[src/rtl/muldiv_seq.sv]
// rtl/muldiv_seq.sv - iterative multiply/divide sequencer owning the HI/LO register pair
module muldiv_seq #(
   parameter  int width = 32,
   localparam int cnt_w = $clog2(width) + 1
) (
   input  logic             clk,
   input  logic             rst_n,
   input  logic             start,
   input  logic [2:0]       op,
   input  logic [width-1:0] src_a,
   input  logic [width-1:0] src_b,
   input  logic             flush,
   output logic             busy,
   output logic             done,
   output logic [width-1:0] hi,
   output logic [width-1:0] lo
);

   localparam logic [2:0] OP_MULT = 3'd1;
   localparam logic [2:0] OP_DIV  = 3'd3;
   localparam logic [2:0] OP_MTHI = 3'd4;
   localparam logic [2:0] OP_MTLO = 3'd5;

   localparam logic [cnt_w-1:0] cnt_init = cnt_w'(width);
   localparam logic [cnt_w-1:0] cnt_last = cnt_w'(1);

   typedef enum logic [1:0] {
      IDLE,
      CALC,
      FIX
   } state_t;

   state_t               state;
   logic [cnt_w-1:0]     cnt;
   logic [2*width-1:0]   acc;
   logic [width-1:0]     opnd;
   logic                 is_div;
   logic                 neg_res;
   logic                 neg_rem;

   logic                 op_signed;
   logic                 a_neg;
   logic                 b_neg;
   logic [width-1:0]     a_mag;
   logic [width-1:0]     b_mag;

   logic [width:0]       mul_sum;
   logic [2*width-1:0]   mul_next;
   logic [width:0]       div_trial;
   logic [2*width-1:0]   div_next;

   logic [2*width-1:0]   prod_fix;
   logic [width-1:0]     quo_fix;
   logic [width-1:0]     rem_fix;
   logic [2*width-1:0]   result;

   always_comb begin
      op_signed = (op == OP_MULT) || (op == OP_DIV);
      a_neg     = op_signed & src_a[width-1];
      b_neg     = op_signed & src_b[width-1];
      a_mag     = a_neg ? (~src_a + 1'b1) : src_a;
      b_mag     = b_neg ? (~src_b + 1'b1) : src_b;
   end

   // Multiply: acc = {partial product, remaining multiplier bits}, shifted right each step.
   always_comb begin
      mul_sum  = {1'b0, acc[2*width-1:width]} + (acc[0] ? {1'b0, opnd} : {(width+1){1'b0}});
      mul_next = {mul_sum, acc[width-1:1]};
   end

   // Divide: acc = {remainder, dividend/quotient}; a clear top bit of the trial means no borrow.
   always_comb begin
      div_trial = {acc[2*width-1:width], acc[width-1]} - {1'b0, opnd};
      if (!div_trial[width])
         div_next = {div_trial[width-1:0], acc[width-2:0], 1'b1};
      else
         div_next = {acc[2*width-2:0], 1'b0};
   end

   // Divide-by-zero and MIN/-1 fall out of the same magnitude loop plus sign fix.
   always_comb begin
      prod_fix = neg_res ? (~acc + 1'b1) : acc;
      quo_fix  = neg_res ? (~acc[width-1:0] + 1'b1) : acc[width-1:0];
      rem_fix  = neg_rem ? (~acc[2*width-1:width] + 1'b1) : acc[2*width-1:width];
      result   = is_div ? {rem_fix, quo_fix} : prod_fix;
   end

   always_ff @(posedge clk or negedge rst_n) begin
      if (!rst_n) begin
         state   <= IDLE;
         cnt     <= '0;
         acc     <= '0;
         opnd    <= '0;
         is_div  <= 1'b0;
         neg_res <= 1'b0;
         neg_rem <= 1'b0;
         busy    <= 1'b0;
         done    <= 1'b0;
         hi      <= '0;
         lo      <= '0;
      end else begin
         done <= 1'b0;
         if (flush) begin
            state <= IDLE;
            busy  <= 1'b0;
            cnt   <= '0;
         end else begin
            case (state)
               IDLE: begin
                  if (start) begin
                     if (!op[2]) begin
                        is_div  <= op[1];
                        neg_res <= a_neg ^ b_neg;
                        neg_rem <= a_neg;
                        opnd    <= op[1] ? b_mag : a_mag;
                        acc     <= {{width{1'b0}}, (op[1] ? a_mag : b_mag)};
                        cnt     <= cnt_init;
                        busy    <= 1'b1;
                        state   <= CALC;
                     end else if (op == OP_MTHI) begin
                        hi <= src_a;
                     end else if (op == OP_MTLO) begin
                        lo <= src_a;
                     end
                  end
               end
               CALC: begin
                  acc <= is_div ? div_next : mul_next;
                  cnt <= cnt - 1'b1;
                  if (cnt == cnt_last)
                     state <= FIX;
               end
               FIX: begin
                  hi    <= result[2*width-1:width];
                  lo    <= result[width-1:0];
                  done  <= 1'b1;
                  busy  <= 1'b0;
                  state <= IDLE;
               end
               default: begin
                  state <= IDLE;
                  busy  <= 1'b0;
               end
            endcase
         end
      end
   end

endmodule

[config.mk]
export PLATFORM = sky130hd
export DESIGN_NAME = muldiv_seq
export DESIGN_NICKNAME = d
export VERILOG_FILES = /design/src/rtl/muldiv_seq.sv
export SDC_FILE = /design/constraint.sdc
export NUM_CORES = 1
export LEC_CHECK = 0
export ABC_AREA = 0
export BUFFER_PORTS_ARGS = -buffer_cell sky130_fd_sc_hd__buf_4
export CAP_MARGIN = 20
export CORE_MARGIN = 3
export CORE_UTILIZATION = 25
export CTS_BUF_LIST = sky130_fd_sc_hd__clkbuf_8
export DETAILED_ROUTE_END_ITERATION = 7
export PLACE_DENSITY_LB_ADDON = 0.3
export SLEW_MARGIN = 30
export SYNTH_ARGS = -nofsm -noshare
export SYNTH_HDL_FRONTEND = slang
export SYNTH_SLANG_ARGS = --single-unit
[constraint.sdc]
create_clock -name clk -period 9.8 [get_ports clk]
set_clock_uncertainty 0.1 [all_clocks]
set_input_delay 2.94 -clock clk [delete_from_list [all_inputs] [get_ports clk]]
set_output_delay 2.94 -clock clk [all_outputs]
set_load 0.05 [all_outputs]
==> flow_summary.rst <==
.. list-table::
   :header-rows: 1

   * - Metric
     - Value
   * - Status
     - complete, no violations
   * - Highest clock rate
     - 0.183 GHz
   * - Final hold violations
     - 0
   * - Total of cells resized after clock tree synthesis
     - 0
   * - Yosys top cell by area
     - sky130_fd_sc_hd__dfrtp_1
   * - Number of cells produced by synthesis
     - between 2000 and 2500
   * - Mean post-synth cell area
     - 7.53 sq um
   * - Via count of the routed design
     - about 15000
   * - Highest metal used
     - met4
   * - Kind of start point of the critical path
     - input pin
   * - Post-synthesis sequential area ratio
     - 0.285
   * - Detailed Place HPWL
     - a little over 50000 um
   * - Fill cells
     - ~6400
   * - Fraction of synthesized cell area taken by the top area cell type
     - 0.285
   * - Library cell used as clock root buffer
     - sky130_fd_sc_hd__clkbuf_8
   * - CTS buffer count
     - 17
   * - Number of synthesized register bits
     - 173
   * - Final GP Congestion
     - 0.940
   * - Unrepaired setup endpoints after global routing
     - false
   * - Worst Max-Slew Pin Slew
     - around 1.0 ns
   * - Placed instance count
     - roughly 2800
   * - Min setup slack post-route
     - approximately 4.3 ns
   * - Normalized max-slew margin
     - 0.321
   * - Max-cap viol count
     - 0
   * - Most frequent standard cell in the layout excluding fill and tap cells
     - sky130_fd_sc_hd__nor2_1
   * - Die X
     - approximately 250 um
   * - IR Drop Worst-Case VDD
     - 0.103 mV
   * - WHS
     - roughly 0.38 ns
   * - Number of hold buffers added after CTS
     - 0
   * - Final design area excluding fillers
     - 17300 sq um
   * - Highest cell delay on the worst timing path
     - roughly 0.8 ns
   * - Routed wire length on met3
     - ~5400 um
   * - Source of the worst hold timing path
     - hi[14]$_DFFE_PN0P_
   * - Endpoint of the most critical register-to-register path
     - acc[60]$_DFFE_PN0P_
   * - Overall routed net length
     - 63300 um
   * - Async SR Flop Fraction
     - 1.00
   * - Worst Setup Slack post-DPL
     - around 4 ns
   * - Category of the most critical setup path
     - input pin to flop
   * - Setup slack of the worst register-to-register path
     - between 5 and 6 ns
   * - Clk sink count
     - 173
   * - Ordered cell list for the critical path
     - buf_4 -> or4_1 -> nor4_1 -> and3_1 -> and2_1 -> a21oi_1 -> xor2_1 -> nor2_1 -> a21oi_1 -> a21oi_1 -> o21ai_0
   * - Number of distinct library cells after synthesis
     - ~70
   * - Die boundary height
     - 253 um
   * - Final Slew Violations
     - 0
   * - Antenna viol nets, final
     - 0
   * - Critical path buffer and inverter count
     - 1
   * - CP most frequent cell
     - sky130_fd_sc_hd__a21oi_1
   * - Vias per Instance
     - 5.40
   * - Most frequent cells in the layout
     - 261 x sky130_fd_sc_hd__nor2_1, 231 x sky130_fd_sc_hd__nand2_1, 189 x sky130_fd_sc_hd__o21ai_0
   * - Syn Nets
     - between 2000 and 2500
   * - Clock tree from TritonCTS
     - yes
   * - Critical Path Slowest Stage Cell
     - sky130_fd_sc_hd__nor4_1
   * - Arrival @ worst endpoint
     - 5.80 ns
   * - Clk slew on worst S/H paths
     - ~0.10 ns
   * - Area growth, synth to finish
     - 13.8%
   * - Longest Clk Path Bufs
     - 2
   * - Class of the tightest hold or removal check
     - flop to flop
   * - Via count of the first global-routing pass
     - 14526
   * - Wire per inst
     - 22.1 um
   * - Synth top area cells
     - sky130_fd_sc_hd__dfrtp_1 28%, sky130_fd_sc_hd__nor2_1 6.5%, sky130_fd_sc_hd__o21ai_0 6.2%
   * - Worst hold endpoint
     - hi[14]$_DFFE_PN0P_
   * - Io pins
     - roughly 140
   * - Top cell family by delay on the critical path
     - simple AND/OR/NAND/NOR gates
   * - Total met2 wirelength after detailed routing
     - about 26000 um
   * - Number of synthesized flops with an enable pin
     - 0
   * - Antenna violations before repair
     - 4
   * - DRC violation total after the first TritonRoute iteration
     - between 1500 and 2000
   * - Setup-violating endpoint count in the final report
     - 0
   * - Wire length the detailed router placed on met1
     - 29800 um
   * - First-pass GRT wire length
     - about 94000 um
   * - Shortest period the worst path allows
     - around 5.5 ns
   * - Crit path from
     - src_b[9]
   * - Buffers inserted by post-CTS timing repair
     - 0
   * - Category of the worst setup path capture point
     - flop
   * - Post-layout nets
     - approximately 2200
   * - Standard cell core area
     - between 50000 and 60000 sq um
   * - Clk Latency, worst-skew pair
     - around 0.53 ns
   * - Placed Instance Area
     - between 15000 and 20000 sq um
   * - Final-layout setup total negative slack
     - 0 ns
   * - Initial Utilization
     - 0.255
   * - Leak Pwr
     - 7.53 nW
   * - Number of instances on the worst hold path
     - 1
   * - GRT Overall Usage
     - 0.194
   * - Synth warnings
     - 0
   * - Post-route DRC
     - 0
   * - Layout cell share with drive strength beyond 1
     - 0.103
   * - Maximum number of pins on one net before global-route repair
     - between 100 and 150
   * - Site Rows
     - a little under 90
   * - Cell Count, Final, Fillers Out
     - 2859
   * - Depth of the worst register-to-register path
     - 13
   * - Cell area after synthesis
     - roughly 15000 sq um
   * - Count of buffers inserted at the top-level ports
     - 136
   * - Top FF cell, synth
     - sky130_fd_sc_hd__dfrtp_1
   * - Htree depth
     - 4
   * - CP max FO
     - 5
   * - DIE AREA
     - ~64000 sq um
   * - Share of the cycle needed by the critical path after routing
     - 0.557
   * - Drt pass-1 iters
     - 6
   * - Grt ovf
     - 0
   * - Pwr per Cell Area
     - 183 nW/um^2
   * - Critical Path RT
     - between 10 and 15 ns
   * - R2r startpoint
     - opnd[2]$_DFFE_PN0P_
==> cells in the mapped netlist, types with 18 or more instances <==
cell type	number
sky130_fd_sc_hd__nor2_1	262
sky130_fd_sc_hd__nand2_1	233
sky130_fd_sc_hd__o21ai_0	189
sky130_fd_sc_hd__a21oi_1	177
sky130_fd_sc_hd__dfrtp_1	173
sky130_fd_sc_hd__clkbuf_1	114
sky130_fd_sc_hd__xnor2_1	95
sky130_fd_sc_hd__xor2_1	72
sky130_fd_sc_hd__ha_1	70
sky130_fd_sc_hd__mux2i_1	62
sky130_fd_sc_hd__inv_1	58
sky130_fd_sc_hd__o31ai_1	58
sky130_fd_sc_hd__nor3_1	49
sky130_fd_sc_hd__nand3_1	36
sky130_fd_sc_hd__a21o_1	31
sky130_fd_sc_hd__a211oi_1	23
sky130_fd_sc_hd__nand2b_1	22
sky130_fd_sc_hd__nor2b_1	20
sky130_fd_sc_hd__o21ai_1	20
sky130_fd_sc_hd__and3_1	18
sky130_fd_sc_hd__o41ai_1	18
==> state kept, by name, indices dropped and copies added (netlist names) <==
register / flops
acc: 64
hi: 32
lo: 32
opnd: 32
cnt: 6
state: 2
busy: 1
done: 1
is_div: 1
neg_rem: 1
neg_res: 1
==> power breakdown <==
group | total, W | switching [W] | internal, W
logic | 0.00157 | 0.00104 | 0.000539
registers | 0.00105 | 0.000203 | 0.000849
clock network | 0.000539 | 0.000326 | 0.000213
==> per-layer routing <==
| layer | track usage | up-vias |
|---|---|---|
| met1 | 0.284 | 7356 |
| met2 | 0.276 | 679 |
| met4 | 0.0664 | 0 |
| li1 | - | 7301 |
| met5 | 0 | - |
| met3 | 0.0470 | 105 |
==> stage by stage <==
step | util | power, W
2_1_floorplan | - | 0.00207
3_3_place_gp | 0.284 | 0.00260
3_5_place_dp | 0.284 | 0.00261
4_1_cts | 0.290 | 0.00315
5_1_grt | 0.291 | 0.00335
6_report | 0.291 | 0.00317
==> cells by family after synthesis <==
logic type | after synthesis | synth area share
compound gates | 632 | 0.256
xor+xnor | 167 | 0.0961
fa+ha+maj | 72 | 0.0602
buf+inv | 182 | 0.0457
flops | 173 | 0.285
mux | 65 | 0.0430
simple gates | 729 | 0.214
==> cell type report <==
| type | count | area [sq um] | share of cell area |
|---|---|---|---|
| multi-input cells | 1665 | 10200 | 0.592 |
| clock buffers | 18 | 248 | 0.0143 |
| diodes | 4 | 10.0 | 0.000578 |
| repair buffers | 154 | 1160 | 0.0672 |
| clock inverters | 14 | 134 | 0.00773 |
| flip-flops and latches | 173 | 4330 | 0.250 |
| inverters | 58 | 218 | 0.0126 |
| well taps | 773 | 967 | 0.0558 |
==> worst max-delay path by stage <==
| stage | depth (start not counted) | endpoint | slack [ns] |
|---|---|---|---|
| 2_1_floorplan | 10 | acc[27]$_DFFE_PN0P_ | 4.59 |
| 3_3_place_gp | 11 | acc[30]$_DFFE_PN0P_ | 3.94 |
| 3_5_place_dp | 11 | acc[30]$_DFFE_PN0P_ | 3.91 |
| 4_1_cts | 11 | acc[30]$_DFFE_PN0P_ | 4.45 |
| 5_1_grt | 10 | acc[27]$_DFFE_PN0P_ | 4.24 |
| 6_report | 11 | acc[30]$_DFFE_PN0P_ | 4.34 |
==> worst register-to-register path, delay by kind of cell, from the launching register on <==
family          cells  cell delay [ns]
compound gates      7             2.30
xor+xnor            1             0.17
fa+ha+maj           1             0.32
buf+inv             2             0.65
flops               1             0.41
mux                 1             0.46
simple gates        1             0.17
Power figures use the tool's default switching activity.
